==> src/rtl/rgb_seq_pkg.sv <==
// Shared types and helpers for the RGB colour-wheel sequencer.
// gamma_sq is the square-law duty curve selected by RGB_GAMMA_EN in the top level.
package rgb_seq_pkg;

  localparam int NUM_SECTORS = 6;

  typedef enum logic [2:0] {
    SEC_R_Y = 3'd0,
    SEC_Y_G = 3'd1,
    SEC_G_C = 3'd2,
    SEC_C_B = 3'd3,
    SEC_B_M = 3'd4,
    SEC_M_R = 3'd5
  } sector_t;

  // ((d+1)^2 - 1) >> w keeps 0 at 0 and full scale at full scale for any width w <= 16.
  function automatic logic [15:0] gamma_sq(input logic [15:0] d, input int unsigned w);
    logic [31:0] w_d1;
    logic [31:0] w_sq;
    w_d1 = {16'd0, d} + 32'd1;
    w_sq = (w_d1 * w_d1) - 32'd1;
    return w_sq[15 + w -: 16];
  endfunction

endpackage

==> src/rtl/hue_prescaler.sv <==
// Ramp-step prescaler: counts enabled clocks and emits one tick every TICK_DIV of them.
// A clear forces the count back to zero and suppresses the tick for that cycle.
module hue_prescaler #(
  parameter int TICK_DIV = 7843
) (
  input  logic clk,
  input  logic rst,
  input  logic en,
  input  logic clr,
  output logic tick
);

  localparam int CW = (TICK_DIV > 1) ? $clog2(TICK_DIV) : 1;
  localparam logic [CW-1:0] CNT_LAST = CW'(TICK_DIV - 1);
  localparam logic [CW-1:0] CNT_ONE  = CW'(1);

  logic [CW-1:0] r_cnt;
  logic          w_last;

  assign w_last = (r_cnt == CNT_LAST);
  assign tick   = en & w_last & ~clr;

  always_ff @(posedge clk or posedge rst) begin
    if (rst) begin
      r_cnt <= '0;
    end else if (clr) begin
      r_cnt <= '0;
    end else if (en) begin
      if (w_last) begin
        r_cnt <= '0;
      end else begin
        r_cnt <= r_cnt + CNT_ONE;
      end
    end
  end

endmodule

==> src/rtl/hue_wheel_sequencer.sv <==
// Six-sector HSV colour wheel producing registered R/G/B PWM duty words.
// Define RGB_GAMMA_EN to apply the square-law curve ahead of the output registers.
module hue_wheel_sequencer
  import rgb_seq_pkg::*;
#(
  parameter int DUTY_W   = 8,
  parameter int TICK_DIV = 7843
) (
  input  logic              clk,
  input  logic              rst,
  input  logic              en,
  input  logic              restart,
  output logic [DUTY_W-1:0] duty_r,
  output logic [DUTY_W-1:0] duty_g,
  output logic [DUTY_W-1:0] duty_b,
  output logic [2:0]        sector,
  output logic              upd,
  output logic              wrap
);

  localparam logic [DUTY_W-1:0] RAMP_MAX = '1;
  localparam logic [DUTY_W-1:0] RAMP_ONE = DUTY_W'(1);
  localparam logic [DUTY_W-1:0] RAMP_TOP = RAMP_MAX - RAMP_ONE;

  logic              w_tick;
  logic [DUTY_W-1:0] r_ramp;
  logic [DUTY_W-1:0] w_ramp_next;
  sector_t           r_sector;
  sector_t           w_sector_next;
  logic              r_upd;
  logic              w_upd_next;
  logic              r_wrap;
  logic              w_wrap_next;
  logic [DUTY_W-1:0] w_up;
  logic [DUTY_W-1:0] w_dn;
  logic [DUTY_W-1:0] w_lin [3];

  hue_prescaler #(
    .TICK_DIV(TICK_DIV)
  ) u_prescaler (
    .clk (clk),
    .rst (rst),
    .en  (en),
    .clr (restart),
    .tick(w_tick)
  );

  // restart outranks the tick and is honoured whether or not en is high
  always_comb begin
    w_ramp_next   = r_ramp;
    w_sector_next = r_sector;
    w_upd_next    = 1'b0;
    w_wrap_next   = 1'b0;
    if (restart) begin
      w_ramp_next   = '0;
      w_sector_next = SEC_R_Y;
      w_upd_next    = 1'b1;
    end else if (w_tick) begin
      w_upd_next = 1'b1;
      if (r_ramp == RAMP_TOP) begin
        w_ramp_next = '0;
        case (r_sector)
          SEC_R_Y: w_sector_next = SEC_Y_G;
          SEC_Y_G: w_sector_next = SEC_G_C;
          SEC_G_C: w_sector_next = SEC_C_B;
          SEC_C_B: w_sector_next = SEC_B_M;
          SEC_B_M: w_sector_next = SEC_M_R;
          SEC_M_R: begin
            w_sector_next = SEC_R_Y;
            w_wrap_next   = 1'b1;
          end
          default: w_sector_next = SEC_R_Y;
        endcase
      end else begin
        w_ramp_next = r_ramp + RAMP_ONE;
      end
    end
    case (r_sector)
      SEC_R_Y, SEC_Y_G, SEC_G_C, SEC_C_B, SEC_B_M, SEC_M_R: ;
      default: begin
        w_sector_next = SEC_R_Y;
        w_ramp_next   = '0;
      end
    endcase
  end

  // Duty map is driven from the next state so the output words line up with ramp/sector.
  always_comb begin
    w_up     = w_ramp_next;
    w_dn     = RAMP_MAX - w_ramp_next;
    w_lin[0] = RAMP_MAX;
    w_lin[1] = '0;
    w_lin[2] = '0;
    case (w_sector_next)
      SEC_R_Y: begin w_lin[0] = RAMP_MAX; w_lin[1] = w_up;     w_lin[2] = '0;       end
      SEC_Y_G: begin w_lin[0] = w_dn;     w_lin[1] = RAMP_MAX; w_lin[2] = '0;       end
      SEC_G_C: begin w_lin[0] = '0;       w_lin[1] = RAMP_MAX; w_lin[2] = w_up;     end
      SEC_C_B: begin w_lin[0] = '0;       w_lin[1] = w_dn;     w_lin[2] = RAMP_MAX; end
      SEC_B_M: begin w_lin[0] = w_up;     w_lin[1] = '0;       w_lin[2] = RAMP_MAX; end
      SEC_M_R: begin w_lin[0] = RAMP_MAX; w_lin[1] = '0;       w_lin[2] = w_dn;     end
      default: ;
    endcase
  end

  always_ff @(posedge clk or posedge rst) begin
    if (rst) begin
      r_ramp   <= '0;
      r_sector <= SEC_R_Y;
      r_upd    <= 1'b0;
      r_wrap   <= 1'b0;
    end else begin
      r_ramp   <= w_ramp_next;
      r_sector <= w_sector_next;
      r_upd    <= w_upd_next;
      r_wrap   <= w_wrap_next;
    end
  end

  generate
    for (genvar gi = 0; gi < 3; gi++) begin : g_ch
      localparam logic [DUTY_W-1:0] DUTY_RST = (gi == 0) ? RAMP_MAX : '0;
      logic [DUTY_W-1:0] w_duty_next;
      logic [DUTY_W-1:0] r_duty;
`ifdef RGB_GAMMA_EN
      assign w_duty_next = DUTY_W'(gamma_sq(16'(w_lin[gi]), DUTY_W));
`else
      assign w_duty_next = w_lin[gi];
`endif
      always_ff @(posedge clk or posedge rst) begin
        if (rst) begin
          r_duty <= DUTY_RST;
        end else begin
          r_duty <= w_duty_next;
        end
      end
    end
  endgenerate

  assign duty_r = g_ch[0].r_duty;
  assign duty_g = g_ch[1].r_duty;
  assign duty_b = g_ch[2].r_duty;
  assign sector = r_sector;
  assign upd    = r_upd;
  assign wrap   = r_wrap;

endmodule

==> config.mk <==
export PLATFORM = sky130hd
export DESIGN_NAME = hue_wheel_sequencer
export DESIGN_NICKNAME = d
export VERILOG_FILES = /design/src/rtl/rgb_seq_pkg.sv /design/src/rtl/hue_prescaler.sv /design/src/rtl/hue_wheel_sequencer.sv
export SDC_FILE = /design/constraint.sdc
export NUM_CORES = 1
export LEC_CHECK = 0
export ABC_AREA = 1
export BUFFER_PORTS_ARGS = -buffer_cell sky130_fd_sc_hd__buf_2
export CORE_MARGIN = 2
export CORE_UTILIZATION = 55
export DETAILED_ROUTE_END_ITERATION = 10
export PLACE_DENSITY = 0.78
export SYNTH_ARGS = -nofsm -noshare
export SYNTH_HDL_FRONTEND = slang
export SYNTH_SLANG_ARGS = --single-unit
export TNS_END_PERCENT = 100
==> constraint.sdc <==
create_clock -name clk -period 2.3 [get_ports clk]
set_input_delay 0.46 -clock clk [delete_from_list [all_inputs] [get_ports clk]]
set_output_delay 0.46 -clock clk [all_outputs]
set_load 0.005 [all_outputs]
==> out/summary.txt, run 1 <==
antenna violations before repair: 0
drt wl/cell: 13.74 um
critical path launch point type: flip-flop
leading area contributor after synthesis: dfrtp_1
CTS sink count: 50
number of port buffers: 32
post-route cell area: 3138 um^2
Starting Density: 57.93%
Peak VDD IR: 232.3 uV
multi-input logic area: 1349 um^2
drt via density: 5.314
drt drc: 0
CTS max path bufs: 2
I/O pin cnt: 33
HPWL after detailed placement: 4475 um
Die X: 75 um
Clock transition at path regs: 0.09 ns
Placement Cell Area: 3028 um^2
WHS: 0.3072 ns
hold buffers post-CTS: 0
synth-to-layout area growth: 13.18%
CP Data Required Time: 2.53 ns
Antenna Cells: 0
beginning of the worst register-to-register path: u_prescaler.r_cnt[0]
main area contributors after synthesis: dfrtp_1 38%, nand2_1 9.9%, dfstp_2 7.6%
DR iter-0 viols: 213
Achievable Freq: 0.4694 GHz
Worst Reg-to-Reg Cells: 13
CP Class: flip-flop to flip-flop
Max Cap Viol: 0
post-synth top area share: 37.91%
Post-layout nets: 383
cts bufs inserted: 5
Die Y: 75 um
Pint: 1.113 mW
pre-CTS setup slack: 0.2212 ns
commonest cells in the netlist: 73 x nand2_1, 48 x nor2_1, 42 x dfrtp_1
GRT overflow: 0
Setup TNS: 0 ns
outcome: completed
Yosys warnings: 0
area of the core: 4786 um^2
M1 WL: 2893 um
Tmin final: 2.130 ns
placed insts: 434
sequential area share after synthesis: 45.49%
Post-synth EDFFs: 0
Slew Limit Headroom: 59.59%
final std cells w/o fill: 443
sequential power share: 60.8%
ratio of cells with drive above 1 in the final layout: 24.47%
GRT Total Usage: 23.66%
CTS tree: built
storage element area: 1261 um^2
DR WL met2: 2805 um
Net Count, Synth: 341
final hold vios: 0
R2R Setup Slk: 0.17 ns
power density over cell area: 465.0 nW/um^2
Syn Inst Count: 333
final worst setup slack: 0.1696 ns
Final Max Slew Viols: 0
most used flip-flop cell after synthesis: dfrtp_1
met3 WL: 323 um
Final period util: 92.62%
FF-to-FF End: duty_r[1]
post-synth cell types: 35
largest net degree at the start of global routing: 51
Tightest Pin Transition: 0.6062 ns
Clock Tree Root: clkbuf_8
uppermost routed layer: met4
Clock power frac: 35.0%
Routed WL: 6089 um
fillers: 407
Comb power frac: 4.2%
sw frac: 23.69%
DRT antenna net count: 0
final core utilization: 65.57%
Max FO, Critical Path: 9
critical path data arrival time: 2.36 ns
async set-or-reset flop fraction in the synthesized netlist: 100.0%
syn avg cell area: 8.326 um^2
Finish-stage setup viols: 0
most common cell in the synthesized netlist: nand2_1
Pleak: 1.554 nW
vias in the first global route: 2,152
Cell Rows: 25
Syn Std Cell Area: 2773 um^2
via count: 2,354
worst min path class: input pin to async pin
switching power: 345.7 uW
FF+latch count, synth: 50
Clock Latency Late Sink: 0.30 ns
Total Power: 1.459 mW
number of H-tree levels: 2
GP Congestion: 0.9221
DIE AREA: 5625 um^2
first-pass GRT wire length: 10,160 um
Setup crit end kind: flip-flop
DRT Pass-1 Iters: 4
final setup skew: 0.01012 ns
## power by group through the flow
stage / Clock, mW / Sequential, mW / Combinational (mW)
6_report: 0.510 / 0.887 / 0.0615
5_1_grt: 0.550 / 0.889 / 0.0715
4_1_cts: 0.518 / 0.887 / 0.0623
3_5_place_dp: 0 / 0.904 / 0.0620
3_3_place_gp: 0 / 0.904 / 0.0614
2_1_floorplan: 0 / 0.904 / 0.0396
## layout make-up
class	count	share of cell area (%)
Inverter	38	4.705
Clock buffer	6	2.313
Clock inverter	2	0.4386
Timing Repair Buffer	37	6.699
Tap cell	67	2.671
Multi-Input combinational cell	243	42.98
Sequential cell	50	40.19
## metal layers
metal | up-vias | GRT usage [%]
li1 | 1161 | -
met1 | 1104 | 35.96
met2 | 82 | 35.28
met3 | 7 | 2.811
met4 | 0 | 7.738
met5 | - | 0
## how the worst max path moves through the flow
| stage | start | to | cells past startpoint |
|---|---|---|---|
| detailed placement | u_prescaler.r_cnt[0] | duty_b[6] | 12 |
| floorplan | u_prescaler.r_cnt[0] | duty_b[0] | 13 |
| finish | u_prescaler.r_cnt[0] | duty_r[1] | 13 |
| CTS | u_prescaler.r_cnt[0] | duty_b[6] | 12 |
| global route | u_prescaler.r_cnt[0] | duty_b[1] | 13 |
| global placement | u_prescaler.r_cnt[0] | duty_r[7] | 13 |
## cells in the final DEF, fill, tap and decap left out, drive strengths merged
cell	synthesis	routed
nand2	81	81
nor2	59	59
nand3	48	48
dfrtp	42	42
buf	2	37
inv	36	36
o21ai	15	15
nand4	10	10
dfstp	8	8
clkbuf	0	6
xor2	5	5
a21oi	5	5
o21bai	4	4
ha	4	4
nor3	4	4
clkinv	2	4
nand3b	3	3
a221oi	1	1
o22ai	1	1
a21o	1	1
a31oi	1	1
a211oi	1	1
## critical path, stage by stage (launching register included)
cell     delay [ns]
dfrtp_1        0.40
inv_1          0.09
ha_1           0.18
nand2_1        0.09
nor2_4         0.13
nand2_1        0.08
nor2_2         0.14
nand3_2        0.13
nand3_2        0.11
nand2_4        0.12
inv_6          0.15
nand3_4        0.15
nand2_4        0.16
nand3_1        0.10
## flip-flops by register name, indices dropped and copies added, names as in the netlist
name / flops
wrap: 1
upd: 1
duty_r: 8
duty_b: 8
r_ramp: 8
duty_g: 8
sector: 3
u_prescaler.r_cnt: 13
## timing repair
| action | in CTS | in global routing |
|---|---|---|
| setup buffers | 0 | 1 |
| resized for setup | 0 | 1 |
| endpoints found under the setup margin | 0 | 10 |
## logic make-up after synthesis
group | Yosys count | synth area share (%)
AO/OA/AOI/OAI | 29 | 6.138
XOR/XNOR | 5 | 1.579
adder cells (fa/ha/maj) | 4 | 1.805
buffers and inverters | 40 | 6.002
flip-flops | 50 | 45.49
AND/OR/NAND/NOR | 205 | 38.99
No activity file was read; power rests on OpenSTA's default activity.
==> run 2, diff against run 1 <==
--- a/config.mk
+++ b/config.mk
@@ -11,6 +11,7 @@
 export CORE_UTILIZATION = 55
 export DETAILED_ROUTE_END_ITERATION = 10
 export PLACE_DENSITY = 0.78
+export REMOVE_ABC_BUFFERS = 1
 export SYNTH_ARGS = -nofsm -noshare
 export SYNTH_HDL_FRONTEND = slang
 export SYNTH_SLANG_ARGS = --single-unit
==> run 2 against run 1 <==
Net effect: sequential share of layout area fell by 0.48 points; sequential power barely moved; global-route usage fell by 0.38 points; cell count did not move; flip-flop and latch count did not move; wire length fell by 4.2%; core utilization rose by 0.78 points; clock-buffer cell count did not move; worst hold slack got worse by 0.0092 ns; die area did not move; largest power group unchanged.
==> out/summary.txt, run 2 (synthesized netlist as in run 1, its figures left out) <==
outcome: completed
commonest non-fill, non-tap cells in the layout: 73 x nand2_1, 47 x nor2_1, 42 x dfrtp_1, 39 x nand3_1, 32 x buf_2
Clock transition at path regs: 0.09 ns
Clock Latency Late Sink: 0.31 ns
Top reg by flops: u_prescaler.r_cnt
post-route cell area: 3176 um^2
Die Y: 75 um
worst min path class: input pin to async pin
max reg flops: 13
commonest non-fill, non-tap cell in the layout: nand2_1
Tightest Pin Transition: 0.6109 ns
first-pass GRT wire length: 9860 um
drt via density: 5.262
Worst Setup SP: u_prescaler.r_cnt[0]
Antenna Cells: 0
area of the core: 4786 um^2
beginning of the worst register-to-register path: u_prescaler.r_cnt[0]
Final period util: 91.56%
hold buffers post-CTS: 0
Post-layout nets: 383
Final Max Slew Viols: 0
Max FO, Critical Path: 9
HPWL after detailed placement: 4306 um
antenna violations before repair: 0
DR iter-0 viols: 221
WHS: 0.2980 ns
DIE AREA: 5625 um^2
critical path data arrival time: 2.34 ns
Setup crit end kind: flip-flop
vias in the first global route: 2,101
cts bufs inserted: 5
Finish-stage setup viols: 0
drt wl/cell: 13.16 um
power density over cell area: 506.9 nW/um^2
Pleak: 1.570 nW
number of port buffers: 32
final hold vios: 0
largest net degree at the start of global routing: 51
number of H-tree levels: 2
CTS max path bufs: 2
synth-to-layout area growth: 14.53%
GRT overflow: 0
I/O pin cnt: 33
Max Cap Viol: 0
Placement Cell Area: 3020 um^2
Routed WL: 5831 um
Setup TNS: 0 ns
DRT Pass-1 Iters: 4
Slew Limit Headroom: 59.27%
via count: 2,331
Peak VDD IR: 260.0 uV
Cell Rows: 25
fillers: 390
Die X: 75 um
Achievable Freq: 0.4749 GHz
CP Class: flip-flop to flip-flop
drt drc: 0
CTS tree: built
DRT antenna net count: 0
RSZ-0062 raised after global routing: no
CTS sink count: 50
Clock Tree Root: clkbuf_8
GP Congestion: 0.8568
final setup skew: 0.006968 ns
ratio of cells with drive above 1 in the final layout: 25.00%
CP Data Required Time: 2.54 ns
Starting Density: 57.93%
critical path launch point type: flip-flop
Tmin final: 2.106 ns
GRT Total Usage: 23.28%
Total Power: 1.610 mW
run 2: cell count changes in the layout (fill, tap and decap cells not counted), sizes merged:
cell,previous run,this run
clkinv,4,2
bufinv,0,1
inv,36,37
run 2: worst paths after layout:
| kind | to | slack (ns) | cells after the start |
|---|---|---|---|
| min in group clk | u_prescaler.r_cnt[0] | 0.50 | 3 |
| max in group asynchronous | u_prescaler.r_cnt[0] | 1.58 | 3 |
| worst min-delay path | duty_g[6] | 0.30 | 3 |
| worst max-delay path | duty_r[6] | 0.19 | 13 |
| worst min register to register | u_prescaler.r_cnt[11] | 0.57 | 2 |
| worst max register to register | duty_r[6] | 0.19 | 13 |
run 2: area by class of cell:
class | instances | area [um^2] | share of cell area [%]
Clock buffer | 6 | 82.58 | 2.600
Clock inverter | 2 | 38.79 | 1.221
Inverter | 38 | 147.6 | 4.649
Multi-Input combinational cell | 243 | 1351 | 42.55
Sequential cell | 50 | 1261 | 39.72
Tap cell | 67 | 83.83 | 2.640
Timing Repair Buffer | 37 | 210.2 | 6.619
run 2: stage by stage:
step,setup WS (ns),util [%],cells
3_3_place_gp,0.2049,63.11,433
6_report,0.1941,66.35,443
4_1_cts,0.1889,65.65,441
3_5_place_dp,0.1933,63.11,433
2_1_floorplan,0.3619,-,331
5_1_grt,0.0008413,66.35,443
run 2: power breakdown:
part	switching, mW	internal, mW
Sequential	0.00390	0.884
Clock	0.304	0.358
Combinational	0.0462	0.0134
run 2: critical path: stages, from the launching register on:
cell     delay (ns)
dfrtp_1        0.41
inv_1          0.09
ha_1           0.17
nand2_1        0.09
nor2_4         0.13
nand2_1        0.08
nor2_2         0.14
nand3_2        0.14
nand3_2        0.11
nand2_4        0.12
inv_6          0.15
nand3_4        0.15
nand2_4        0.16
nand3_1        0.10
run 2: timing repair:
item,4_1_cts,5_1_grt
setup buffers,0,2
resized for setup,0,2
endpoints found under the setup margin,0,6
run 2: layer usage:
metal | wire, um | share of wire, % | track usage, % | up-vias
met1 | 2907 | 50 | 35.60 | 1086
li1 | - | - | - | 1170
met2 | 2528 | 43 | 33.72 | 68
met3 | 322 | 5.5 | 4.418 | 7
met5 | 0 | 0 | 0 | -
met4 | 73 | 1.3 | 6.548 | 0
==> run 3, diff against run 2 <==
--- a/config.mk
+++ b/config.mk
@@ -14,5 +14,6 @@
 export REMOVE_ABC_BUFFERS = 1
 export SYNTH_ARGS = -nofsm -noshare
 export SYNTH_HDL_FRONTEND = slang
+export SYNTH_HIERARCHICAL = 1
 export SYNTH_SLANG_ARGS = --single-unit
 export TNS_END_PERCENT = 100
==> run 3 against run 2 <==
Net effect: the run now ends with setup timing left; combinational power up 100%; wire length increased by 4.2%; flip-flop and latch count is the same; first-iteration DRC count shrank 6.3%; final area increased by 3.9%; non-clock buffer count increased by 14; clock-buffer cell count did not move; critical path type unchanged; critical endpoint is now duty_b[1]; largest power group unchanged; highest routed layer unchanged.
==> out/summary.txt, run 3 <==
worst min path class: input pin to async pin
post-synth cell types: 31
CP bufs+invs: 3
DRT antenna net count: 0
sequential power share: 59.0%
Total Power: 1.548 mW
final setup skew: 0.004968 ns
Clock transition at path regs: 0.09 ns
async set-or-reset flop fraction in the synthesized netlist: 100.0%
DRT Pass-1 Iters: 4
Syn Std Cell Area: 2653 um^2
antenna violations before repair: 0
most common cell in the synthesized netlist: nand2_1
Top reg by flops: u_prescaler/r_cnt
commonest cells in the netlist: 85 x nand2_1, 42 x dfrtp_1, 41 x nor2_1
Clock Latency Late Sink: 0.31 ns
number of H-tree levels: 2
Die X: 73.45 um
CP cell instances: inv_2 -> nand2_1 -> nor2_1 -> nand3_2 -> nor3_2 -> buf_4 -> nand2_4 -> nor2_4 -> nand2_4 -> o21ai_4 -> inv_4 -> nor2_8 -> nand2_1 -> nand3_2
area of the core: 4692 um^2
Final period util: 103.6%
CTS sink count: 50
via count: 2,261
Tightest Pin Transition: 0.4990 ns
most used flip-flop cell after synthesis: dfrtp_1
Peak VDD IR: 289.9 uV
I/O pin cnt: 33
Yosys warnings: 6
Pleak: 1.711 nW
final worst setup slack: -0.08198 ns
power density over cell area: 469.0 nW/um^2
drt via density: 5.186
Finish-stage setup viols: 23
RSZ-0062 raised after global routing: yes
Slew Limit Headroom: 66.70%
Pint: 1.156 mW
drt wl/cell: 13.93 um
commonest non-fill, non-tap cells in the layout: 79 x nand2_1, 42 x dfrtp_1, 39 x nor2_1, 33 x inv_1, 32 x buf_2
Tmin final: 2.382 ns
Syn Inst Count: 323
GP Congestion: 0.8912
number of port buffers: 32
Setup crit end kind: flip-flop
Antenna Cells: 0
Max FO, Critical Path: 8
Clock Tree Root: clkbuf_8
syn avg cell area: 8.212 um^2
CP Class: flip-flop to flip-flop
final hold vios: 0
Starting Density: 56.53%
first-pass GRT wire length: 9480 um
main area contributors after synthesis: dfrtp_1 40%, nand2_1 12%, dfstp_2 7.9%
Crit-path slowest cell: dfrtp_1
max reg flops: 13
DR iter-0 viols: 207
FF+latch count, synth: 50
Max Cap Viol: 0
outcome: complete, but fails checks
vias in the first global route: 2,068
switching power: 392.3 uW
critical path launch point type: flip-flop
CTS max path bufs: 2
Achievable Freq: 0.4198 GHz
Comb power frac: 7.8%
failing checks: setup timing
Largest stage delay, worst path: 0.41 ns
Setup TNS: -1.013 ns
leading area contributor after synthesis: dfrtp_1
GRT overflow: 0
CP Data Required Time: 2.55 ns
synth-to-layout area growth: 24.43%
HPWL after detailed placement: 3991 um
Clock power frac: 33.2%
cts bufs inserted: 5
DIE AREA: 5394 um^2
CTS tree: built
ratio of cells with drive above 1 in the final layout: 37.70%
Post-synth EDFFs: 0
GRT Total Usage: 22.79%
Post-layout nets: 389
Final Max Slew Viols: 0
drt drc: 0
critical path data arrival time: 2.63 ns
sequential area share after synthesis: 47.55%
Routed WL: 6073 um
Die Y: 73.45 um
commonest non-fill, non-tap cell in the layout: nand2_1
largest net degree at the start of global routing: 38
sw frac: 25.34%
Cell Rows: 25
post-synth top area share: 39.62%
cell family with the largest share of critical-path delay: simple AND/OR/NAND/NOR gates
[run 3: logic make-up after synthesis]
kind of cell               synth area share [%]
AOI/OAI and AO/OA                         5.048
DFF                                       47.55
buffers and inverters                     6.698
xor gates and xnor gates                  2.311
and+or+nand+nor                           36.51
adders and majority gates                 1.887
[run 3: cell type report]
type                            count  area, um^2
Multi-Input combinational cell    227        1389
Clock inverter                      2       13.76
Fill cell                         357        1391
Clock buffer                        6       72.57
Inverter                           46       182.7
Tap cell                           54       67.56
Timing Repair Buffer               51       314.1
Sequential cell                    50        1261
[run 3: path summary, 6_finish.rpt]
check | slack, ns | from | depth (start not counted) | to
min | 0.17 | rst | 2 | u_prescaler/r_cnt[8]
min in group clk | 0.44 | en | 4 | u_prescaler/r_cnt[11]
max | -0.08 | u_prescaler/r_cnt[3] | 14 | duty_b[1]
max reg2reg | -0.08 | u_prescaler/r_cnt[3] | 14 | duty_b[1]
max in group asynchronous | 1.69 | rst | 3 | duty_r[2]
min reg2reg | 0.55 | u_prescaler/r_cnt[11] | 2 | u_prescaler/r_cnt[11]
[run 3: worst register-to-register path, cell delays in order, from the launching register on]
cell and delay, ns:
dfrtp_1 0.41, inv_2 0.09, nand2_1 0.05, nor2_1 0.19, nand3_2 0.13, nor3_2 0.19
buf_4 0.16, nand2_4 0.05, nor2_4 0.14, nand2_4 0.12, o21ai_4 0.29, inv_4 0.11
nor2_8 0.19, nand2_1 0.11, nand3_2 0.09
[run 3: through the flow]
step / hold slack (ns) / cells / util, % / setup slack, ns / cell area [um^2]
6_report: 0.1699 / 436 / 70.35 / -0.08198 / 3301
5_1_grt: 0.2179 / 436 / 70.35 / -0.2145 / 3301
4_1_cts: 0.1825 / 433 / 66.37 / 0.004692 / 3114
3_5_place_dp: 0.5216 / 421 / 63.31 / -0.05708 / 2970
3_3_place_gp: 0.5223 / 421 / 63.31 / 0.04577 / 2970
2_1_floorplan: 0.3370 / 323 / - / -0.02737 / 2653
[run 3: power groups by stage]
stage | Clock, mW | Sequential [mW] | Combinational [mW]
2_1_floorplan | 0 | 0.924 | 0.0670
3_3_place_gp | 0 | 0.926 | 0.0898
3_5_place_dp | 0 | 0.927 | 0.0908
4_1_cts | 0.527 | 0.908 | 0.105
5_1_grt | 0.555 | 0.916 | 0.140
6_report | 0.514 | 0.914 | 0.121
[run 3: per-layer routing]
layer	vias to the layer above	part of all wire, %	track usage (%)
met4	0	2.8	9.697
met1	1070	44	29.81
met5	-	0	0
met2	54	50	37.00
li1	1116	-	-
met3	21	3.6	4.252
[run 3: timing repair]
action,in CTS,in global routing
pin swaps,4,16
resized for setup,7,44
setup buffers,4,3
setup endpoints to repair,20,26
hold buffers,0,0
